--- src/rtl/fifo_uart_tx_pkg.sv ---
// Shared definitions for the FIFO-to-UART drain stage: FSM encoding,
// 8N1 frame constants and the default packet sync byte.
package fifo_uart_tx_pkg;

  typedef enum logic [2:0] {
    IDLE      = 3'd0,
    SYNC_LOAD = 3'd1,
    START     = 3'd2,
    DATA      = 3'd3,
    STOP      = 3'd4
  } tx_state_e;

  localparam logic       START_BIT         = 1'b0;
  localparam logic       STOP_BIT          = 1'b1;
  localparam int         FRAME_BITS        = 10;
  localparam int         UART_DATA_BITS    = 8;
  localparam logic [7:0] DEFAULT_SYNC_BYTE = 8'hA5;

  // Packet counter width; never narrower than one bit even with framing off.
  function automatic int cnt_width(input int n);
    return (n > 0) ? $clog2(n + 1) : 1;
  endfunction

endpackage

--- src/rtl/fifo_uart_tx_baud_tick.sv ---
// Bit-period divider: counts 0..CLK_DIV-1 and strobes on the last count.
// Kept standalone so a future RX stage can share it.
module uart_baud_tick #(
  parameter int CLK_DIV  = 16,
  parameter int CNT_BITS = 24
) (
  input  logic i_clk,
  input  logic i_rst,
  input  logic i_clr,
  output logic o_tick
);

  localparam logic [CNT_BITS-1:0] LAST = CNT_BITS'(CLK_DIV - 1);

  logic [CNT_BITS-1:0] cnt_reg;

  always_ff @(posedge i_clk or negedge i_rst) begin
    if (!i_rst) begin
      cnt_reg <= '0;
    end else if (i_clr || (cnt_reg == LAST)) begin
      cnt_reg <= '0;
    end else begin
      cnt_reg <= cnt_reg + CNT_BITS'(1);
    end
  end

  // Must not depend on i_clr: the clear is derived from the next state,
  // which in turn depends on this strobe.
  assign o_tick = (cnt_reg == LAST);

endmodule

--- src/rtl/fifo_uart_tx.sv ---
// Drains bytes from the FIFO read port and sends them as 8N1 UART,
// optionally prefixing every PKT_LEN data bytes with a sync header.
module fifo_uart_tx
  import fifo_uart_tx_pkg::*;
#(
  parameter int         DATA_DEPTH       = 8,
  parameter int         CLK_DIV          = 16,
  parameter int         CLK_DIV_REG_BITS = 24,
  parameter int         PKT_LEN          = 2,
  parameter logic [7:0] SYNC_BYTE        = DEFAULT_SYNC_BYTE
) (
  input  logic                  i_clk,
  input  logic                  i_rst,
  input  logic [DATA_DEPTH-1:0] i_data_bits,
  input  logic                  i_data_valid,
  output logic                  o_data_ready,
  output logic                  o_tx,
  output logic                  o_busy,
  output logic                  o_pkt_done
);

  localparam int             PKT_W    = cnt_width(PKT_LEN);
  localparam bit             FRAMED   = (PKT_LEN > 0);
  localparam logic [PKT_W-1:0] PKT_LAST = PKT_W'(PKT_LEN - 1);
  localparam logic [2:0]     LAST_BIT = 3'(UART_DATA_BITS - 1);

  tx_state_e             state_reg, state_next;
  logic [DATA_DEPTH-1:0] shift_reg, shift_next;
  logic [2:0]            bit_idx_reg, bit_idx_next;
  logic [PKT_W-1:0]      pkt_cnt_reg, pkt_cnt_next;
  logic                  hdr_frame_reg, hdr_frame_next;
  logic                  hdr_sent_reg, hdr_sent_next;
  logic                  ready_reg, ready_next;
  logic                  tx_reg, tx_next;
  logic                  done_reg, done_next;
  logic                  baud_clr;
  logic                  bit_end;

  // Counter restarts on every state change and idles at zero outside the frame.
  assign baud_clr = (state_next != state_reg) || (state_reg == IDLE) || (state_reg == SYNC_LOAD);

  uart_baud_tick #(
    .CLK_DIV (CLK_DIV),
    .CNT_BITS(CLK_DIV_REG_BITS)
  ) u_baud (
    .i_clk (i_clk),
    .i_rst (i_rst),
    .i_clr (baud_clr),
    .o_tick(bit_end)
  );

  always_ff @(posedge i_clk or negedge i_rst) begin
    if (!i_rst) begin
      state_reg     <= IDLE;
      shift_reg     <= '0;
      bit_idx_reg   <= '0;
      pkt_cnt_reg   <= '0;
      hdr_frame_reg <= 1'b0;
      hdr_sent_reg  <= 1'b0;
      ready_reg     <= 1'b0;
      tx_reg        <= STOP_BIT;
      done_reg      <= 1'b0;
    end else begin
      state_reg     <= state_next;
      shift_reg     <= shift_next;
      bit_idx_reg   <= bit_idx_next;
      pkt_cnt_reg   <= pkt_cnt_next;
      hdr_frame_reg <= hdr_frame_next;
      hdr_sent_reg  <= hdr_sent_next;
      ready_reg     <= ready_next;
      tx_reg        <= tx_next;
      done_reg      <= done_next;
    end
  end

  always_comb begin
    state_next     = state_reg;
    shift_next     = shift_reg;
    bit_idx_next   = bit_idx_reg;
    pkt_cnt_next   = pkt_cnt_reg;
    hdr_frame_next = hdr_frame_reg;
    hdr_sent_next  = hdr_sent_reg;
    done_next      = 1'b0;
    ready_next     = 1'b0;
    tx_next        = STOP_BIT;

    case (state_reg)
      IDLE: begin
        // A pending byte at a packet boundary triggers the header first.
        if (FRAMED && (pkt_cnt_reg == '0) && !hdr_sent_reg && i_data_valid) begin
          state_next = SYNC_LOAD;
        end else if (i_data_valid && ready_reg) begin
          shift_next     = i_data_bits;
          hdr_frame_next = 1'b0;
          hdr_sent_next  = 1'b0;
          state_next     = START;
        end
      end
      SYNC_LOAD: begin
        shift_next     = DATA_DEPTH'(SYNC_BYTE);
        hdr_frame_next = 1'b1;
        hdr_sent_next  = 1'b1;
        state_next     = START;
      end
      START: begin
        if (bit_end) begin
          bit_idx_next = '0;
          state_next   = DATA;
        end
      end
      DATA: begin
        if (bit_end) begin
          shift_next = shift_reg >> 1;
          if (bit_idx_reg == LAST_BIT) begin
            state_next = STOP;
          end else begin
            bit_idx_next = bit_idx_reg + 3'd1;
          end
        end
      end
      STOP: begin
        if (bit_end) begin
          state_next = IDLE;
          if (FRAMED && !hdr_frame_reg) begin
            if (pkt_cnt_reg == PKT_LAST) begin
              pkt_cnt_next = '0;
              done_next    = 1'b1;
            end else begin
              pkt_cnt_next = pkt_cnt_reg + PKT_W'(1);
            end
          end
        end
      end
      default: state_next = IDLE;
    endcase

    // Ready and TX are registered from next-state values so they line up with the state.
    ready_next = (state_next == IDLE) && (!FRAMED || (pkt_cnt_next != '0) || hdr_sent_next);
    case (state_next)
      START:   tx_next = START_BIT;
      DATA:    tx_next = shift_next[0];
      default: tx_next = STOP_BIT;
    endcase
  end

  assign o_data_ready = ready_reg;
  assign o_tx         = tx_reg;
  assign o_busy       = (state_reg != IDLE);
  assign o_pkt_done   = done_reg;

endmodule
--- config.mk ---
export PLATFORM = sky130hd
export DESIGN_NAME = fifo_uart_tx
export DESIGN_NICKNAME = d
export VERILOG_FILES = /design/src/rtl/fifo_uart_tx_pkg.sv /design/src/rtl/fifo_uart_tx_baud_tick.sv /design/src/rtl/fifo_uart_tx.sv
export SDC_FILE = /design/constraint.sdc
export NUM_CORES = 1
export LEC_CHECK = 0
export CORE_MARGIN = 4
export CORE_UTILIZATION = 35
export DETAILED_ROUTE_END_ITERATION = 6
export SYNTH_ARGS = -nofsm -noshare
export SYNTH_HDL_FRONTEND = slang
export SYNTH_SLANG_ARGS = --single-unit
--- constraint.sdc ---
create_clock -name i_clk -period 2.75 [get_ports i_clk]
set_input_delay 0.55 -clock i_clk [delete_from_list [all_inputs] [get_ports i_clk]]
set_output_delay 0.55 -clock i_clk [all_outputs]
set_load 0.02 [all_outputs]
==> results of run 1 <==
cell families (layout without fill, tap and decap cells):
family | Yosys count | after routing | share of synthesized area [%]
adders and majority gates | 3 | 3 | 1.704
buffers and inverters | 18 | 38 | 4.316
muxes | 2 | 2 | 1.022
xor gates and xnor gates | 23 | 23 | 9.143
and+or+nand+nor | 97 | 97 | 23.96
DFF | 45 | 45 | 51.16
AOI/OAI and AO/OA | 24 | 24 | 8.689
synthesized netlist by cell type, drive strengths merged, types with 3 or more instances:
master,n
dfrtp,44
nor2,36
xor2,15
inv,13
nand3,12
nand2,11
nand4,10
nor4,8
xnor2,8
nor3,6
a222oi,4
and3,4
buf,4
o21ai,4
and2,3
ha,3
power breakdown:
| group | leakage, nW | internal, mW | switching (mW) |
|---|---|---|---|
| clock | 0.0542 | 0.227 | 0.216 |
| combinational | 0.532 | 0.180 | 0.200 |
| sequential | 0.587 | 0.796 | 0.113 |
final cells by class:
cell class	instances	area share (%)
inverters	13	1.944
flip-flops and latches	45	44.92
well taps	75	3.739
repair buffers	17	6.281
multi-input cells	149	39.08
clock inverters	1	0.1994
clock buffers	7	3.838
critical path: cells and delay by family (launching register included):
family | cells | cell delay, ns
simple gates | 1 | 0.35
buf+inv | 2 | 0.61
flops | 1 | 0.49
layer usage:
| metal | wire, um | vias to the layer above | global-route usage (%) |
|---|---|---|---|
| met4 | 6 | 0 | 2.092 |
| li1 | - | 786 | - |
| met5 | 0 | - | 0 |
| met2 | 1917 | 27 | 19.93 |
| met3 | 170 | 2 | 2.933 |
| met1 | 2043 | 768 | 15.58 |
worst max-delay path by stage:
stage	from	endpoint	slack, ns
global placement	i_data_valid	o_tx	0.54
floorplan	u_baud.cnt_reg[0]	o_data_ready	0.73
detailed placement	i_data_valid	o_tx	0.54
CTS	state_reg[1]	o_busy	0.43
finish	state_reg[1]	o_busy	0.47
global route	state_reg[1]	o_busy	0.31
through the flow:
step	utilization [%]	setup WS (ns)
after floorplan	-	0.7315
after global placement	39.97	0.5440
after detailed placement	39.97	0.5440
after CTS	41.65	0.4308
after global routing	41.65	0.3091
final	41.65	0.4733
==> key figures, run 1 <==
Run status
  – Status: complete, no violations

Final layout
  – Share of layout cells above drive strength 1: 11.64%
  – Register area: 0.001127 mm2
  – Most frequent cells in the layout: dfrtp_1, nor2_1, xor2_1
  – Antenna Cells: 0
  – Area grow syn2layout: 13.91%
  – FILL cells: 610
  – Design Area, Final: 0.002510 mm2
  – NumNets Final: 245
  – Layout Cells excl Fill: 307
  – Multi-input logic area: 980.9 um2
  – Commonest non-fill, non-tap cell in the layout: dfrtp_1
  – Max reg flops: 24

Global routing
  – Grt total ovfl: 0
  – Total GRT Usage: 11.84%
  – First-pass GRT wire length: 7.334 mm
  – Initial antenna violation count: 0
  – Largest net degree at the start of global routing: 46
  – Vias in the first global route: 1,604

Worst setup path
  – RR Endpoint: o_data_ready
  – FF-to-FF Start: u_baud.cnt_reg[0]
  – R2r setup slk: 0.53 ns
  – Cells on worst reg2reg path: 6
  – Critical Path RT: 2.20 ns
  – Critical Path Source Type: flip-flop
  – Crit path cell chain: nor3_1, inv_1, clkdlybuf4s50_1
  – Crit Path Class: flip-flop to output pin
  – Crit path max fanout: 10
  – CP max stage cell: clkdlybuf4s50_1
  – Crit-path max cell delay: 0.54 ns
  – Crit end category: output pin
  – Arrival @ worst endpoint: 1.73 ns

Yosys
  – Top cell type's share of synthesized area: 49.97%
  – Yosys top cell by area: dfrtp_1
  – Number of flops mapped to enable cells by yosys: 0
  – Cells after Synth: 212
  – Syn_nets: 226
  – Top post-synthesis cells by area: dfrtp_1, nor2_1, xor2_1, xnor2_1, nand3_1
  – Synthesized area: 0.002203 mm2
  – Ys async rst share: 100.0%
  – Sequential area share after synthesis: 51.16%
  – YS warnings: 0
  – Yosys cell types: 44
  – Main synth FF type: dfrtp_1
  – #FFs+latches synth: 45
  – Average cell area after synthesis: 10.39 um2

Die
  – Die ar.: 0.007629 mm2
  – Row count: 28
  – Die Width: 87.35 um
  – Die Ht: 87.35 um
  – Initial Util: 36.57%
  – IO Count: 15
  – Core ar.: 0.006026 mm2

Route
  – Vias: 1,583
  – Pre-Repair DR Iteration Count: 5
  – Drt total wl: 4.137 mm
  – Drt initial violations: 85
  – WL/cell: 13.48 um
  – Drt drc: 0
  – Antenna viol nets, final: 0
  – Avg Vias per Cell: 5.156

STA
  – Worst Tran Pin Value: 0.9935 ns
  – Min Tclk post-route: 2.277 ns
  – Fin Hold WS: 0.4207 ns
  – Worst rel slew slack: 33.77%
  – Period utilization: 82.79%
  – Hold Vio Cnt, Final: 0
  – RSZ-0062 raised after global routing: no
  – Clock Skews: 0.006327 ns
  – Setup TNS Final: 0 ns
  – FMAX: 439.2 MHz
  – Pins over their slew limit: 0
  – Final setup viols: 0

Worst hold path
  – Hold crit path type: input port to async pin

Clock network
  – Hold Buf Count CTS: 0
  – H-tree depth: 2
  – Post-CTS Resized: 0
  – Setup Buffers After CTS: 0
  – Worst skew pair latency: 0.29 ns
  – TritonCTS Buffers: 5
  – CTS tree: yes
  – Clock root buffer master: clkbuf_8
  – Clock sink total: 45
  – Clk pin slew, worst setup/hold paths: 0.08 ns
  – Clk buf depth: 2

Placement
  – Area after DPL: 0.002409 mm2
  – IO Port Bufs: 14
  – GPL Wtd Cong: 0.7807
  – Placed instance count: 299
  – Detail Placement HPWL: 2.838 mm

Power and ir drop
  – PD cells: 690.1 mW/mm2
  – Total power: 1.732 mW
  – Leakage: 1.173 nW
  – Max VDD drop: 0.4682 mV

Flow run
  – Max-cap violations: 0
(Power assumes the default switching activity.)
==> run 2: changes to the inputs <==
- clock period: 2.75 -> 2.2 ns (I/O delays scaled with it)
==> run 2 against run 1 <==
Against the previous run: final cell count grew 3.3%; design area grew 4.2%; count of clock-buffer cells in the layout rose by 1; power is 28% higher; sequential power up 24%; via count grew 2.7%; routed wire length up 3.8%; critical path depth stayed put; global-route usage up 0.46 points; flip-flop and latch count stayed put.
==> key figures, run 2 (synthesis gave the netlist of run 1 again) <==
Clock network
  – TritonCTS Buffers: 5 (unchanged)
  – CTS tree: yes (unchanged)
  – Clk buf depth: 2 (unchanged)
  – Clock sink total: 45 (unchanged)
  – H-tree depth: 2 (unchanged)
  – Worst skew pair latency: 0.30 ns (was 0.29 ns)
  – Clock root buffer master: clkbuf_8 (unchanged)
  – Clk pin slew, worst setup/hold paths: 0.08 ns (about the same)
  – Setup Buffers After CTS: 0 (unchanged)
  – Hold Buf Count CTS: 0 (unchanged)

Die
  – Die Width: 87.35 um (unchanged)
  – Initial Util: 36.57% (unchanged)
  – Row count: 28 (unchanged)
  – IO Count: 15 (unchanged)
  – Core ar.: 0.006026 mm2 (unchanged)
  – Die Ht: 87.35 um (unchanged)
  – Die ar.: 0.007629 mm2 (unchanged)

Flow run
  – Max-cap violations: 0 (unchanged)

Route
  – WL/cell: 13.55 um (was 13.48 um)
  – Drt total wl: 4.294 mm (was 4.137 mm)
  – Pre-Repair DR Iteration Count: 4 (was 5)
  – Antenna viol nets, final: 0 (unchanged)
  – Drt drc: 0 (unchanged)
  – Avg Vias per Cell: 5.126 (was 5.156)
  – Drt initial violations: 95 (was 85)
  – Vias: 1,625 (was 1,583)

Worst setup path
  – Buf+Inv Stages, Crit Path: 2 (unchanged)
  – Critical Path RT: 1.76 ns (was 2.20 ns)
  – Arrival @ worst endpoint: 1.65 ns (was 1.73 ns)
  – Crit path max fanout: 10 (unchanged)
  – Cell family with most CP delay: buffers and inverters (unchanged)
  – Crit path cell chain: nor3_2, inv_1, clkdlybuf4s50_1 (was nor3_1, inv_1, clkdlybuf4s50_1)
  – Crit-path max cell delay: 0.53 ns (was 0.54 ns)
  – CP max stage cell: clkdlybuf4s50_1 (unchanged)
  – Critical Path Source Type: flip-flop (unchanged)
  – Crit end category: output pin (unchanged)
  – Crit Path Class: flip-flop to output pin (unchanged)

Final layout
  – Area grow syn2layout: 18.74% (was 13.91%)
  – Max reg flops: 24 (unchanged)
  – Antenna Cells: 0 (unchanged)
  – NumNets Final: 255 (was 245)
  – Most frequent cells in the layout: dfrtp_1, nor2_1, xor2_1 (unchanged)
  – Share of layout cells above drive strength 1: 15.70% (was 11.64%)
  – Commonest non-fill, non-tap cell in the layout: dfrtp_1 (unchanged)
  – Layout Cells excl Fill: 317 (was 307)

STA
  – Setup TNS Final: 0 ns (unchanged)
  – FMAX: 479.1 MHz
  – Period utilization: 94.88%
  – Min Tclk post-route: 2.087 ns
  – Final setup viols: 0 (unchanged)
  – Pins over their slew limit: 0 (unchanged)
  – Clock Skews: 0.005136 ns (was 0.006327 ns)
  – Worst Tran Pin Value: 0.5612 ns (was 0.9935 ns)
  – Hold Vio Cnt, Final: 0 (unchanged)
  – Fin Hold WS: 0.1986 ns (was 0.4207 ns)
  – Worst rel slew slack: 62.59% (was 33.77%)

Run status
  – Status: complete, no violations (unchanged)

Placement
  – Placed instance count: 309 (was 299)
  – GPL Wtd Cong: 0.7921 (was 0.7807)
  – IO Port Bufs: 14 (unchanged)
  – Detail Placement HPWL: 2.881 mm (was 2.838 mm)

Power and ir drop
  – Switch share: 31.12% (was 30.56%)
  – Max VDD drop: 0.4994 mV (was 0.4682 mV)
  – Combinational fraction of design power: 25.3% (was 21.9%)
  – Leakage: 1.224 nW (was 1.173 nW)
  – Pint: 1.524 mW (was 1.203 mW)
  – Net Sw Power: 0.6884 mW (was 0.5294 mW)
  – Clock power share: 23.8% (was 25.6%)
  – Flop pwr share: 50.9% (was 52.5%)
  – PD cells: 845.5 mW/mm2 (was 690.1 mW/mm2)

Global routing
  – Largest net degree at the start of global routing: 46 (unchanged)
  – Initial antenna violation count: 0 (unchanged)
  – Vias in the first global route: 1,665 (was 1,604)
  – First-pass GRT wire length: 7.493 mm (was 7.334 mm)
  – Grt total ovfl: 0 (unchanged)
  – Total GRT Usage: 12.30% (was 11.84%)

Worst hold path
  – Hold crit path type: input port to async pin (unchanged)
## run 2: cell types whose count changed in the layout (fill, tap and decap cells not counted)
cell / previous run / this run
nand4_4: 0 / 1
clkbuf_8: 7 / 6
nor3_1: 5 / 4
clkinv_2: 1 / 0
clkbuf_1: 0 / 2
buf_4: 3 / 12
dfrtp_1: 44 / 43
nor4_1: 4 / 3
buf_12: 0 / 1
nor3_2: 1 / 2
dfrtp_2: 0 / 1
nand4_2: 1 / 0
nor4_4: 1 / 2
## run 2: metrics by stage
step                      area [um2]  power, mW  utilization [%]  setup slack (ns)
after CTS                       2592      2.223            43.02           0.01182
after global routing            2616      2.366            43.42          -0.02282
after detailed placement        2496      1.688            41.42         -0.007834
after floorplan                 2203      1.494                -            0.1815
after global placement          2496      1.672            41.42            0.1168
final                           2616      2.212            43.42            0.1126
## run 2: area by class of cell
class	instances	area [um2]
flip-flops and latches	45	1129
multi-input cells	149	1010
clock buffers	8	90.09
inverters	13	48.80
repair buffers	27	245.2
well taps	75	93.84
fillers	583	3410
## run 2: layer usage
metal	routed length, um	global-route usage, %	up-vias
li1	-	-	811
met4	64	4.463	0
met3	224	4.447	9
met2	1910	19.18	25
met1	2093	15.65	780
met5	0	0	-
## run 2: repair_timing
action	in CTS	in global routing
setup endpoints to repair	1	3
pin swaps	0	1
gates resized for setup	1	4
## run 2: final timing paths
check / cells past startpoint / end / slack [ns] / start
max: 3 / o_busy / 0.11 / state_reg[0]
min: 2 / o_pkt_done / 0.20 / i_rst
max reg2reg: 5 / o_tx / 0.17 / u_baud.cnt_reg[8]
min reg2reg: 2 / shift_reg[2] / 0.48 / shift_reg[2]
max in group asynchronous: 2 / state_reg[1] / 1.60 / i_rst
min in group i_clk: 2 / shift_reg[2] / 0.48 / shift_reg[2]
## run 2: power by group through the flow
stage | Clock, mW | Combinational (mW) | Sequential, mW
global placement | 0 | 0.538 | 1.13
finish | 0.527 | 0.560 | 1.13
CTS | 0.544 | 0.555 | 1.12
detailed placement | 0 | 0.549 | 1.14
global route | 0.590 | 0.632 | 1.14
floorplan | 0 | 0.374 | 1.12
==> run 3: changes to the inputs <==
- SYNTH_HIERARCHICAL: default -> 1
==> run 3 against run 2 <==
Against the previous run: worst hold slack got worse by 0.086 ns; sequential share of layout area decreased by 2.7 points; final cell count increased by 7.9%; register-to-register slack got worse by 0.06 ns; combinational power about the same; critical path depth increased by 6; clock power about the same; utilization increased by 0.29 points; power increased by 0.20%; clock skew increased by 0.0024 ns; first-iteration DRC count increased by 20%; maximum frequency decreased by 0.17%.
==> key figures, run 3 <==
Power and ir drop
  – Clock power share: 23.7% (was 23.8%)
  – Net Sw Power: 0.7146 mW (was 0.6884 mW)
  – PD cells: 794.0 mW/mm2 (was 845.5 mW/mm2)
  – Pint: 1.502 mW (was 1.524 mW)
  – Flop pwr share: 51.1% (was 50.9%)
  – Max VDD drop: 0.4757 mV (was 0.4994 mV)
  – Switch share: 32.24% (was 31.12%)
  – Combinational fraction of design power: 25.2% (was 25.3%)
  – Leakage: 1.248 nW (was 1.224 nW)

Yosys
  – Cells after Synth: 232 (was 212)
  – Ys async rst share: 100.0% (unchanged)
  – Yosys top cell by area: dfrtp_1 (unchanged)
  – Yosys cell types: 47 (was 44)
  – Top cells by count, synth: dfrtp_1, nor2_1, nand2_1 (was dfrtp_1, nor2_1, xor2_1)
  – Main synth FF type: dfrtp_1 (unchanged)
  – Number of flops mapped to enable cells by yosys: 0 (unchanged)
  – Synthesized area: 0.002310 mm2 (was 0.002203 mm2)
  – Top cell type's share of synthesized area: 47.67% (was 49.97%)
  – Average cell area after synthesis: 9.956 um2 (was 10.39 um2)
  – Most frequent cell after synthesis: dfrtp_1 (unchanged)
  – Syn_nets: 246 (was 226)
  – Top post-synthesis cells by area: dfrtp_1, nor2_1, nand2_1, xor2_1, xnor2_1 (was dfrtp_1, nor2_1, xor2_1, xnor2_1, nand3_1)
  – Sequential area share after synthesis: 48.81% (was 51.16%)
  – YS warnings: 6 (was 0)
  – #FFs+latches synth: 45 (unchanged)

Final layout
  – Share of layout cells above drive strength 1: 19.62% (was 15.70%)
  – Max reg flops: 24 (unchanged)
  – NumNets Final: 278 (was 255)
  – Commonest non-fill, non-tap cell in the layout: dfrtp_1 (unchanged)
  – Design Area, Final: 0.002791 mm2 (was 0.002616 mm2)
  – Area grow syn2layout: 20.86% (was 18.74%)
  – Antenna Cells: 0 (unchanged)
  – Most frequent cells in the layout: dfrtp_1, nor2_1, nand2_1 (was dfrtp_1, nor2_1, xor2_1)

Worst setup path
  – Critical Path RT: 2.37 ns (was 1.76 ns)
  – Crit path max fanout: 5 (was 10)
  – Arrival @ worst endpoint: 2.26 ns (was 1.65 ns)
  – Critical Path Source Type: flip-flop (unchanged)
  – CP max stage cell: dfrtp_1 (was clkdlybuf4s50_1)
  – Cell family with most CP delay: simple AND/OR/NAND/NOR gates (was buffers and inverters)
  – Crit end category: flip-flop (was output pin)
  – Crit path cell chain: ha_2, and3_4, nand4_1, nor2_4, buf_4, nor3b_2, or3_2, a21oi_1, nor3_1 (was nor3_2, inv_1, clkdlybuf4s50_1)
  – Crit-path max cell delay: 0.41 ns (was 0.53 ns)
  – Crit Path Class: flip-flop to flip-flop (was flip-flop to output pin)
  – Buf+Inv Stages, Crit Path: 1 (was 2)

Route
  – Antenna viol nets, final: 0 (unchanged)
  – Pre-Repair DR Iteration Count: 6 (was 4)
  – Drt drc: 0 (unchanged)
  – Vias: 1,800 (was 1,625)
  – Avg Vias per Cell: 5.263 (was 5.126)
  – Drt initial violations: 114 (was 95)
  – WL/cell: 13.81 um (was 13.55 um)
  – Drt total wl: 4.724 mm (was 4.294 mm)

Run status
  – Status: complete, no violations (unchanged)

Die
  – Initial Util: 36.17% (was 36.57%)
  – Core ar.: 0.006386 mm2 (was 0.006026 mm2)
  – Row count: 29 (was 28)
  – Die ar.: 0.007963 mm2 (was 0.007629 mm2)
  – Die Width: 89.24 um (was 87.35 um)
  – IO Count: 15 (unchanged)
  – Die Ht: 89.24 um (was 87.35 um)

STA
  – Final setup viols: 0 (unchanged)
  – Period utilization: 95.05% (was 94.88%)
  – RSZ-0062 raised after global routing: yes
  – Clock Skews: 0.007548 ns (was 0.005136 ns)
  – Min Tclk post-route: 2.091 ns (was 2.087 ns)
  – Fin Hold WS: 0.1126 ns (was 0.1986 ns)
  – FMAX: 478.2 MHz (was 479.1 MHz)
  – Setup TNS Final: 0 ns (unchanged)
  – Pins over their slew limit: 0 (unchanged)
  – Hold Vio Cnt, Final: 0 (unchanged)
  – Worst Tran Pin Value: 0.5253 ns (was 0.5612 ns)
  – Worst rel slew slack: 64.98% (was 62.59%)

Global routing
  – Vias in the first global route: 1,743 (was 1,665)
  – Total GRT Usage: 12.72% (was 12.30%)
  – Initial antenna violation count: 0 (unchanged)
  – Largest net degree at the start of global routing: 24 (was 46)
  – Grt total ovfl: 0 (unchanged)
  – First-pass GRT wire length: 8.066 mm (was 7.493 mm)

Clock network
  – CTS tree: yes (unchanged)
  – TritonCTS Buffers: 5 (unchanged)
  – H-tree depth: 2 (unchanged)
  – Clk buf depth: 2 (unchanged)
  – Hold Buf Count CTS: 0 (unchanged)
  – Clock root buffer master: clkbuf_8 (unchanged)
  – Clk pin slew, worst setup/hold paths: 0.09 ns (was 0.08 ns)
  – Worst skew pair latency: 0.29 ns (was 0.30 ns)
  – Clock sink total: 45 (unchanged)

Flow run
  – Max-cap violations: 0 (unchanged)

Worst hold path
  – Hold crit path type: input port to async pin (unchanged)

Placement
  – GPL Wtd Cong: 0.8309 (was 0.7921)
  – Detail Placement HPWL: 3.359 mm (was 2.881 mm)
  – Area after DPL: 0.002638 mm2 (was 0.002496 mm2)
  – IO Port Bufs: 14 (unchanged)
run 3: cell types whose count changed after synthesis, moves of 5 or more:
cell     before  now
nand3_1      12    7
xor2_1       15    8
nand2_1      11   22
nor2_1       36   26
inv_1        13    8
a21oi_1       1   12
run 3: cells by family (layout without fill, tap and decap cells):
family          count (synthesis)  after routing  synth area share, %
compound gates                 41             41                12.08
xor+xnor                       15             15                5.688
fa+ha+maj                       3              3                1.625
buf+inv                        18             51                4.388
flops                          45             45                48.81
mux                             1              1               0.4334
simple gates                  109            109                26.98
run 3: layer usage:
layer / GRT usage, % / vias up / wire [um]
met2: 20.09 / 18 / 2212
met3: 2.304 / 2 / 95
met5: 0 / - / 0
li1: - / 906 / -
met1: 17.73 / 874 / 2369
met4: 4.060 / 0 / 47
run 3: through the flow:
step,worst slack (ns),std cells,util (%),total power [mW]
2_1_floorplan,0.2076,232,-,1.482
3_3_place_gp,0.07898,332,41.30,1.665
3_5_place_dp,0.008835,332,41.30,1.680
4_1_cts,0.04268,340,42.81,2.217
5_1_grt,-0.06336,342,43.71,2.371
6_report,0.1090,342,43.71,2.216
run 3: layout make-up:
type / instances / area, um2
multi-input cells: 169 / 1117
clock inverters: 3 / 25.02
flip-flops and latches: 45 / 1130
well taps: 77 / 96.34
inverters: 8 / 30.03
clock buffers: 5 / 68.82
repair buffers: 35 / 324.1
fillers: 601 / 3595
run 3: worst paths after layout:
check / startpoint / endpoint / slack, ns / cells past startpoint
setup / recovery: u_baud/cnt_reg[1] / o_data_ready / 0.11 / 9
hold / removal: i_rst / u_baud/cnt_reg[0] / 0.11 / 1
setup reg to reg: u_baud/cnt_reg[1] / o_data_ready / 0.11 / 9
hold reg to reg: pkt_cnt_reg[1] / o_pkt_done / 0.48 / 1
max in group asynchronous: i_rst / o_tx / 1.51 / 2
min in group i_clk: pkt_cnt_reg[1] / o_pkt_done / 0.48 / 1
run 3: power by group through the flow:
stage | combinational [mW] | clock (mW) | sequential [mW]
after detailed placement | 0.539 | 0 | 1.14
after global routing | 0.628 | 0.589 | 1.15
after global placement | 0.530 | 0 | 1.14
final | 0.558 | 0.525 | 1.13
after floorplan | 0.363 | 0 | 1.12
after CTS | 0.541 | 0.550 | 1.13
run 3: repair_timing:
action / 4_1_cts / 5_1_grt
buffers inserted: 0 / 2
endpoints found under the setup margin: 1 / 34
resized for setup: 1 / 12
gates cloned: 0 / 0
pin swaps: 0 / 5
